[src/rtl/olivia_pkg.sv]
// olivia_pkg: fetch-stage types and default constants shared by the Olivia core.
package olivia_pkg;
    localparam int FETCH_ADDR_W = 64;
    localparam int FETCH_INSTR_W = 32;
    localparam logic [63:0] FETCH_RESET_PC = 64'd0;
    localparam logic [63:0] FETCH_PC_STEP = 64'd4;
    typedef enum logic [2:0] {IDLE, REQ, WAIT, FLUSH, HOLD} fetch_state_e;
endpackage

[src/rtl/fetch_skid_buf.sv]
// fetch_skid_buf: decode-facing output register backed by a one-entry skid.
module fetch_skid_buf
    import olivia_pkg::*;
#(
    parameter int ADDR_W = FETCH_ADDR_W,
    parameter int INSTR_W = FETCH_INSTR_W
) (
    input  logic               clk_i,
    input  logic               rst_ni,
    input  logic               in_valid_i,
    input  logic [INSTR_W-1:0] in_instr_i,
    input  logic [ADDR_W-1:0]  in_pc_i,
    input  logic               stall_i,
    input  logic               flush_i,
    output logic               out_valid_o,
    output logic [INSTR_W-1:0] out_instr_o,
    output logic [ADDR_W-1:0]  out_pc_o,
    output logic               full_o
);
    logic               out_valid_q, out_valid_d, full_q, full_d;
    logic [INSTR_W-1:0] out_instr_q, out_instr_d, skid_instr_q, skid_instr_d;
    logic [ADDR_W-1:0]  out_pc_q, out_pc_d, skid_pc_q, skid_pc_d;

    always_comb begin
        out_valid_d = out_valid_q;
        out_instr_d = out_instr_q;
        out_pc_d = out_pc_q;
        full_d = full_q;
        skid_instr_d = skid_instr_q;
        skid_pc_d = skid_pc_q;
        if (flush_i) begin
            out_valid_d = 1'b0;
            full_d = 1'b0;
        end else if (in_valid_i && out_valid_q && stall_i) begin
            full_d = 1'b1;
            skid_instr_d = in_instr_i;
            skid_pc_d = in_pc_i;
        end else if (in_valid_i) begin
            out_valid_d = 1'b1;
            out_instr_d = in_instr_i;
            out_pc_d = in_pc_i;
        end else if (full_q && !stall_i) begin
            out_valid_d = 1'b1;
            out_instr_d = skid_instr_q;
            out_pc_d = skid_pc_q;
            full_d = 1'b0;
        end else if (!stall_i) begin
            out_valid_d = 1'b0;
        end
    end

    always_ff @(posedge clk_i or negedge rst_ni) begin
        if (!rst_ni) begin
            out_valid_q <= 1'b0;
            out_instr_q <= '0;
            out_pc_q <= '0;
            full_q <= 1'b0;
            skid_instr_q <= '0;
            skid_pc_q <= '0;
        end else begin
            out_valid_q <= out_valid_d;
            out_instr_q <= out_instr_d;
            out_pc_q <= out_pc_d;
            full_q <= full_d;
            skid_instr_q <= skid_instr_d;
            skid_pc_q <= skid_pc_d;
        end
    end

    assign out_valid_o = out_valid_q;
    assign out_instr_o = out_instr_q;
    assign out_pc_o = out_pc_q;
    assign full_o = full_q;
endmodule

[src/rtl/fetch_ctrl.sv]
// fetch_ctrl: PC owner and single-outstanding instruction fetch sequencer
// with branch redirect, stale-response flush and a skid-buffered decode port.
module fetch_ctrl
    import olivia_pkg::*;
#(
    parameter int                ADDR_W = FETCH_ADDR_W,
    parameter int                INSTR_W = FETCH_INSTR_W,
    parameter logic [ADDR_W-1:0] RESET_PC = ADDR_W'(FETCH_RESET_PC),
    parameter logic [ADDR_W-1:0] PC_STEP = ADDR_W'(FETCH_PC_STEP)
) (
    input  logic               clk_i,
    input  logic               rst_ni,
    output logic               imem_req_o,
    output logic [ADDR_W-1:0]  imem_addr_o,
    input  logic               imem_ready_i,
    input  logic               imem_rvalid_i,
    input  logic [INSTR_W-1:0] imem_rdata_i,
    input  logic               branch_taken_i,
    input  logic [ADDR_W-1:0]  branch_target_i,
    input  logic               stall_i,
    output logic               if_valid_o,
    output logic [INSTR_W-1:0] if_instr_o,
    output logic [ADDR_W-1:0]  if_pc_o,
    output logic [ADDR_W-1:0]  pc_out_o
);
    fetch_state_e      state_q, state_d;
    logic [ADDR_W-1:0] pc_q, pc_d, req_pc_q, req_pc_d;
    logic              hs, owed, resp_take, skid_full;

    assign hs = (state_q == REQ) && imem_ready_i;
    // A redirect must still swallow a response that was accepted but has not yet returned.
    assign owed = hs || ((state_q == WAIT || state_q == FLUSH) && !imem_rvalid_i);
    assign imem_req_o = state_q == REQ;
    assign imem_addr_o = pc_q;
    assign pc_out_o = pc_q;

    always_comb begin
        state_d = state_q;
        pc_d = pc_q;
        req_pc_d = req_pc_q;
        resp_take = 1'b0;
        case (state_q)
            IDLE: state_d = REQ;
            REQ: if (hs) begin
                req_pc_d = pc_q;
                pc_d = pc_q + PC_STEP;
                state_d = WAIT;
            end
            WAIT: if (imem_rvalid_i) begin
                resp_take = 1'b1;
                state_d = (if_valid_o && stall_i) ? HOLD : REQ;
            end
            HOLD: if (!stall_i || !skid_full) state_d = REQ;
            FLUSH: if (imem_rvalid_i) state_d = REQ;
            default: state_d = IDLE;
        endcase
        if (branch_taken_i) begin
            pc_d = branch_target_i;
            resp_take = 1'b0;
            state_d = owed ? FLUSH : REQ;
        end
    end

    always_ff @(posedge clk_i or negedge rst_ni) begin
        if (!rst_ni) begin
            state_q <= IDLE;
            pc_q <= RESET_PC;
            req_pc_q <= '0;
        end else begin
            state_q <= state_d;
            pc_q <= pc_d;
            req_pc_q <= req_pc_d;
        end
    end

    fetch_skid_buf #(.ADDR_W(ADDR_W), .INSTR_W(INSTR_W)) u_skid (
        .clk_i(clk_i),
        .rst_ni(rst_ni),
        .in_valid_i(resp_take),
        .in_instr_i(imem_rdata_i),
        .in_pc_i(req_pc_q),
        .stall_i(stall_i),
        .flush_i(branch_taken_i),
        .out_valid_o(if_valid_o),
        .out_instr_o(if_instr_o),
        .out_pc_o(if_pc_o),
        .full_o(skid_full)
    );
endmodule

[config.mk]
export PLATFORM = sky130hd
export DESIGN_NAME = fetch_ctrl
export DESIGN_NICKNAME = d
export VERILOG_FILES = /design/src/rtl/olivia_pkg.sv /design/src/rtl/fetch_skid_buf.sv /design/src/rtl/fetch_ctrl.sv
export SDC_FILE = /design/constraint.sdc
export NUM_CORES = 1
export LEC_CHECK = 0
export CAP_MARGIN = 20
export CORE_MARGIN = 2
export CORE_UTILIZATION = 55
export DETAILED_ROUTE_END_ITERATION = 6
export PLACE_DENSITY = 0.88
export SYNTH_ARGS = -nofsm -noshare
export SYNTH_HDL_FRONTEND = slang
export SYNTH_SLANG_ARGS = --single-unit
[constraint.sdc]
create_clock -name clk_i -period 5.4 [get_ports clk_i]
set_input_delay 1.08 -clock clk_i [delete_from_list [all_inputs] [get_ports clk_i]]
set_output_delay 1.08 -clock clk_i [all_outputs]
set_load 0.1 [all_outputs]
==> flow_summary_export.csv, run 1 <==
group,metric,value,unit
status,status,"finished clean",
clock_tree,cts_buffers,31,
floorplanning,fp.dieH,168,um
hold_path,holdCritPathClass,"reg2reg",
logic_synthesis,ys_seq_area_frac,0.550,
logic_synthesis,async_flop_share,1.00,
sta,slew_violations,0,
clock_tree,cts_hold_buf,0,
sta,hold_violations,0,
logic_synthesis,synth_compound_gate_area_share,0.0688,
logic_synthesis,synth_fa_ha_area_frac,0.000846,
clock_tree,h-tree-depth,1,
clock_tree,insertion_delay,0.55,ns
sta,hold_ws,0.498,ns
sta,fin_ws,1.73,ns
power_and_ir_drop,power.density,577,nW/um^2
grt,grt_use_total,0.275,
floorplanning,dieWidth,168,um
critical_path,startpoint_type,"register",
sta,slew_headroom,0.249,
finish,drive_gt1_frac,0.107,
route,drtIter0Drc,1186,
critical_path,cp-end-kind,"output port",
route,firstDrtPassIters,7,
logic_synthesis,avgSynthCellArea,10.4,um^2
placed_design,place_area,17900,um^2
logic_synthesis,ys_ff_latch,325,
clock_tree,path_clk_slew,0.06,ns
clock_tree,cts-root-buf,"clkbuf_16",
logic_synthesis,yosysMostFrequentCell,"dfrtp_1",
sta,setup_viol,0,
logic_synthesis,ys_warn_count,0,
finish,nNetsFinal,1755,
finish,stdcell_area,19000,um^2
power_and_ir_drop,p_leak,8.11,nW
critical_path,r2r_cells,5,
sta,rsz0062_at_grt,"no",
clock_tree,clock_sinks,325,
logic_synthesis,synth_ff_type,"dfrtp_1",
logic_synthesis,synth.net_count,1526,
route,routed_via_density,5.78,
sta,finalCriticalPeriod,3.67,ns
logic_synthesis,muxShareOfSynthArea,0.142,
logic_synthesis,synth_common_cells,"dfrtp_1, nand2_1, nor2_1",
placed_design,dp_cells,1960,
sta,clock_skew,0.0117,ns
logic_synthesis,synth-xor-area-share,0.0272,
power_and_ir_drop,finalPower,11.0,mW
finish,syn_to_final_growth,28.5,%
logic_synthesis,synth.area.top_cells,"dfrtp_1, mux2_2, mux2i_1, nand2_1, a21oi_1",
finish,instances_no_fill,2016,
route,finalWirelength,39500,um
floorplanning,core_area,26700,um^2
floorplanning,ioPinCount,328,
critical_path,crit_arrival,2.59,ns
critical_path,crit_required,4.32,ns
clock_tree,clockBufferDepth,3,
placed_design,dp_slack,1.41,ns
logic_synthesis,netlist_area,14800,um^2
route,drc_errors,0,
logic_synthesis,synth_top_family_by_area,"simple AND/OR/NAND/NOR gates",
grt,grt_pass1_vias,11800,
power_and_ir_drop,peakVddDrop,0.420,mV
finish,fillCellCount,1874,
finish,regArea,8130,um^2
floorplanning,rows,60,
logic_synthesis,ys_types,45,
route,avgRoutedWirePerCell,19.6,um
clock_tree,cts_resized,0,
placed_design,dpl.hpwl,26300,um
job,drv_cap,0,
grt,overflow,0,
route,vias,11600,
placed_design,gp_congestion,0.918,
critical_path,crit_fanout,5,
route,ant_nets,0,
sta,fmax,272,MHz
grt,grt_pass1_wl,62700,um
floorplanning,start_util,0.555,
finish,utilization,0.713,
logic_synthesis,synth_edf_count,0,
critical_path,critPathKind,"reg2out",
logic_synthesis,synth_largest_area_cell,"dfrtp_1",
clock_tree,cts_setup_buffers,0,
logic_synthesis,synth_cells,1423,
clock_tree,cts_tree,"done",
grt,grt_max_degree,123,
placed_design,io_buffers,327,
logic_synthesis,synth_top_area_share,0.550,
finish,multi_input_area,5830,um^2
sta,tns,0,ns
hold_path,hold_path_depth,2,
floorplanning,die_area,28200,um^2
grt,antenna_found_initial,1,
sta,period_share,0.680,
sta,tightest_slew,1.13,ns
logic_synthesis,yosys.area_share.simple,0.152,
## final timing paths
kind | start | to | slack (ns)
max | state_q[0] | imem_req_o | 1.73
max reg2reg | state_q[2] | imem_addr_o[53] | 2.43
min in group asynchronous | rst_ni | u_skid.out_instr_o[0] | 0.51
max in group asynchronous | rst_ni | u_skid.skid_instr_q[2] | 3.66
min reg2reg | req_pc_q[34] | req_pc_q[34] | 0.50
min | req_pc_q[34] | req_pc_q[34] | 0.50
## report_power, final
group / leakage (nW) / switching (mW) / internal (mW) / total (mW)
Combinational: 3.41 / 4.07 / 1.10 / 5.17
Clock: 0.549 / 0.924 / 1.44 / 2.37
Sequential: 4.15 / 0.445 / 2.99 / 3.43
## worst max-delay path, stage by stage, from the launching register on
cell             delay [ns]
dfrtp_1                0.45
inv_1                  0.14
nor3_1                 0.25
clkdlybuf4s50_1        1.20
## cells by family after synthesis
group / after synthesis
adders and majority gates: 1
xor gates and xnor gates: 46
and+or+nand+nor: 499
buffers and inverters: 163
AOI/OAI and AO/OA: 191
muxes: 198
DFF: 325
## cells in the final DEF, fill, tap and decap left out, drive strengths merged, types with 10 or more instances in the layout
cell type        n
dfrtp          325
clkdlybuf4s50  325
nand2          238
nor2           114
mux2           100
mux2i           98
a21oi           98
o21ai           69
clkbuf          43
xnor2           34
nand4           27
nand3           26
nor4            21
inv             17
nor3            17
buf             17
or3             12
xor2            12
and3            10
or4             10
## registers in the layout, summed over array words and instances (netlist names)
| name | count |
|---|---|
| u_skid.out_valid_o | 1 |
| imem_addr_o | 64 |
| u_skid.out_pc_o | 64 |
| req_pc_q | 64 |
| state_q | 3 |
| u_skid.full_o | 1 |
| u_skid.skid_instr_q | 32 |
| u_skid.out_instr_o | 32 |
| u_skid.skid_pc_q | 64 |
## metal layers
metal | vias to the layer above | GRT usage | wire (um)
met5 | - | 0 | 0
met4 | 0 | 0.106 | 1580
met3 | 104 | 0.0393 | 2660
met2 | 541 | 0.445 | 18600
met1 | 5722 | 0.381 | 16700
li1 | 5278 | - | -
## layout make-up
cell class,instances,area share
Tap cell,341,0.0224
Multi-Input combinational cell,935,0.307
Clock inverter,12,0.0114
Sequential cell,325,0.428
Clock buffer,43,0.0474
Antenna cell,1,0.000132
Inverter,17,0.00336
Timing Repair Buffer,342,0.181
Power figures use the tool's default switching activity.
==> inputs of run 2 (changes only) <==
--- a/config.mk
+++ b/config.mk
@@ -7,9 +7,9 @@
 export LEC_CHECK = 0
 export CAP_MARGIN = 20
 export CORE_MARGIN = 2
-export CORE_UTILIZATION = 55
+export CORE_UTILIZATION = 46
 export DETAILED_ROUTE_END_ITERATION = 6
-export PLACE_DENSITY = 0.88
+export PLACE_DENSITY = 0.79
 export SYNTH_ARGS = -nofsm -noshare
 export SYNTH_HDL_FRONTEND = slang
 export SYNTH_SLANG_ARGS = --single-unit
==> constraint.sdc (replaced) <==
create_clock -name clk_i -period 3.05 [get_ports clk_i]
set_input_delay 0.61 -clock clk_i [delete_from_list [all_inputs] [get_ports clk_i]]
set_output_delay 0.61 -clock clk_i [all_outputs]
set_load 0.1 [all_outputs]
==> run 2 against run 1 <==
Global-route usage is 4.3 points lower. Clock skew grew 0.0063 ns. Sequential power increased by 77%. Wire length shrank 0.92%. Flip-flop and latch count stayed put. Critical path depth increased by 2. Die area grew 19%. Via count decreased by 1.4%. Utilization fell by 12 points. Clock power rose by 80%. First-iteration DRC count shrank 36%. Total power increased by 76%. Critical path type is now reg2reg. Largest cell class unchanged.
==> flow_summary_export.csv, run 2 (synthesized netlist as in run 1, its figures left out) <==
group,metric,value,unit
clock_tree,path_clk_slew,0.06,ns
sta,fmax,387,MHz
sta,tns,0,ns
placed_design,dpl.hpwl,27200,um
critical_path,worstPathBufferInverterCount,0,
finish,regArea,8130,um^2
clock_tree,clockBufferDepth,3,
finish,instances_no_fill,2114,
clock_tree,cts_setup_buffers,0,
finish,syn_to_final_growth,27.8,%
finish,multi_input_area,5840,um^2
floorplanning,dieWidth,183,um
grt,grt_pass1_wl,62300,um
route,vias,11500,
power_and_ir_drop,power.density,1020,nW/um^2
sta,slew_headroom,0.441,
critical_path,cp_top_family,"simple AND/OR/NAND/NOR gates",
hold_path,holdCritPathClass,"in2async",
route,ant_nets,0,
placed_design,io_buffers,327,
clock_tree,cts_buffers,35,
clock_tree,cts_tree,"done",
critical_path,cpMaxStageDelayCell,"or4_4",
sta,hold_violations,0,
critical_path,cpMostUsedCell,"o31a_1",
finish,drive_gt1_frac,0.257,
route,firstDrtPassIters,5,
route,routed_via_density,5.43,
grt,grt_pass1_vias,11500,
sta,rsz0062_at_grt,"no",
floorplanning,ioPinCount,328,
finish,layout_commonest_cell,"dfrtp_1",
clock_tree,cts-root-buf,"clkbuf_16",
finish,fillCellCount,2604,
critical_path,cp_slowest_stage_delay,0.62,ns
sta,setup_viol,0,
placed_design,gp_congestion,0.842,
critical_path,crit_arrival,2.98,ns
critical_path,critPathKind,"reg2reg",
power_and_ir_drop,p_leak,8.56,nW
floorplanning,rows,65,
clock_tree,h-tree-depth,2,
grt,grt_max_degree,85,
floorplanning,die_area,33600,um^2
floorplanning,fp.dieH,183,um
placed_design,dp_cells,2052,
route,drtIter0Drc,763,
grt,antenna_found_initial,1,
finish,mostFrequentLayoutCells,"dfrtp_1, buf_4, nand2_1, nor2_1, mux2_2",
sta,slew_violations,0,
power_and_ir_drop,peakVddDrop,0.653,mV
critical_path,startpoint_type,"register",
grt,grt_use_total,0.232,
clock_tree,cts_resized,0,
clock_tree,insertion_delay,0.52,ns
route,finalWirelength,39100,um
finish,nNetsFinal,1790,
grt,overflow,0,
floorplanning,core_area,31600,um^2
sta,period_share,0.847,
critical_path,cp-end-kind,"register",
critical_path,crit_chain,"nand4_2, or4_4, or3_1, o31a_1, o31a_1",
clock_tree,clock_sinks,325,
sta,clock_skew,0.0180,ns
route,drc_errors,0,
critical_path,crit_fanout,14,
sta,finalCriticalPeriod,2.58,ns
sta,tightest_slew,0.837,ns
critical_path,crit_required,3.45,ns
status,status,"finished clean",
job,drv_cap,0,
route,avgRoutedWirePerCell,18.5,um
clock_tree,cts_hold_buf,0,
floorplanning,start_util,0.468,
run 2: path summary, 6_finish.rpt:
kind / depth (start not counted) / slack (ns) / startpoint / endpoint
max in group asynchronous: 2 / 2.14 / rst_ni / u_skid.out_instr_o[17]
min in group clk_i: 3 / 0.49 / branch_taken_i / imem_addr_o[10]
setup reg to reg: 5 / 0.47 / imem_addr_o[23] / imem_addr_o[53]
setup / recovery: 5 / 0.47 / imem_addr_o[23] / imem_addr_o[53]
hold / removal: 1 / 0.06 / rst_ni / imem_addr_o[18]
hold reg to reg: 2 / 0.49 / req_pc_q[55] / req_pc_q[55]
run 2: routing by layer:
layer,wire length (um),track usage
met5,0,0
met4,1230,0.0870
met3,2380,0.0357
met2,18500,0.373
met1,17100,0.321
run 2: worst register-to-register path: cells and delay by family, from the launching register on:
family	cells	cell delay, ns
AOI/OAI and AO/OA	2	0.60
DFF	1	0.49
and+or+nand+nor	3	1.37
run 2: where the power goes:
part           leakage, nW  internal (mW)  switching, mW  total, mW
Combinational         3.84           1.71           7.22       8.93
Sequential            4.15           5.29          0.786       6.08
Clock                0.566           2.54           1.73       4.27
run 2: final cells by class:
type,count,share of cell area
flip-flops and latches,325,0.430
repair buffers,373,0.170
inverters,17,0.00338
diodes,1,0.000132
multi-input cells,935,0.309
clock buffers,51,0.0549
well taps,402,0.0266
clock inverters,10,0.00655
run 2: through the flow:
step / total power, mW / cell area [um^2] / utilization / worst slack, ns / hold WS [ns]
finish: 19.3 / 18900 / 0.598 / 0.468 / 0.0564
global route: 20.0 / 18900 / 0.598 / 0.370 / 0.0954
CTS: 19.4 / 18900 / 0.598 / 0.484 / 0.0660
detailed placement: 15.1 / 17700 / 0.561 / 0.121 / 0.483
global placement: 15.0 / 17700 / 0.561 / 0.118 / 0.475
floorplan: 12.9 / 14800 / - / 0.0128 / 0.314
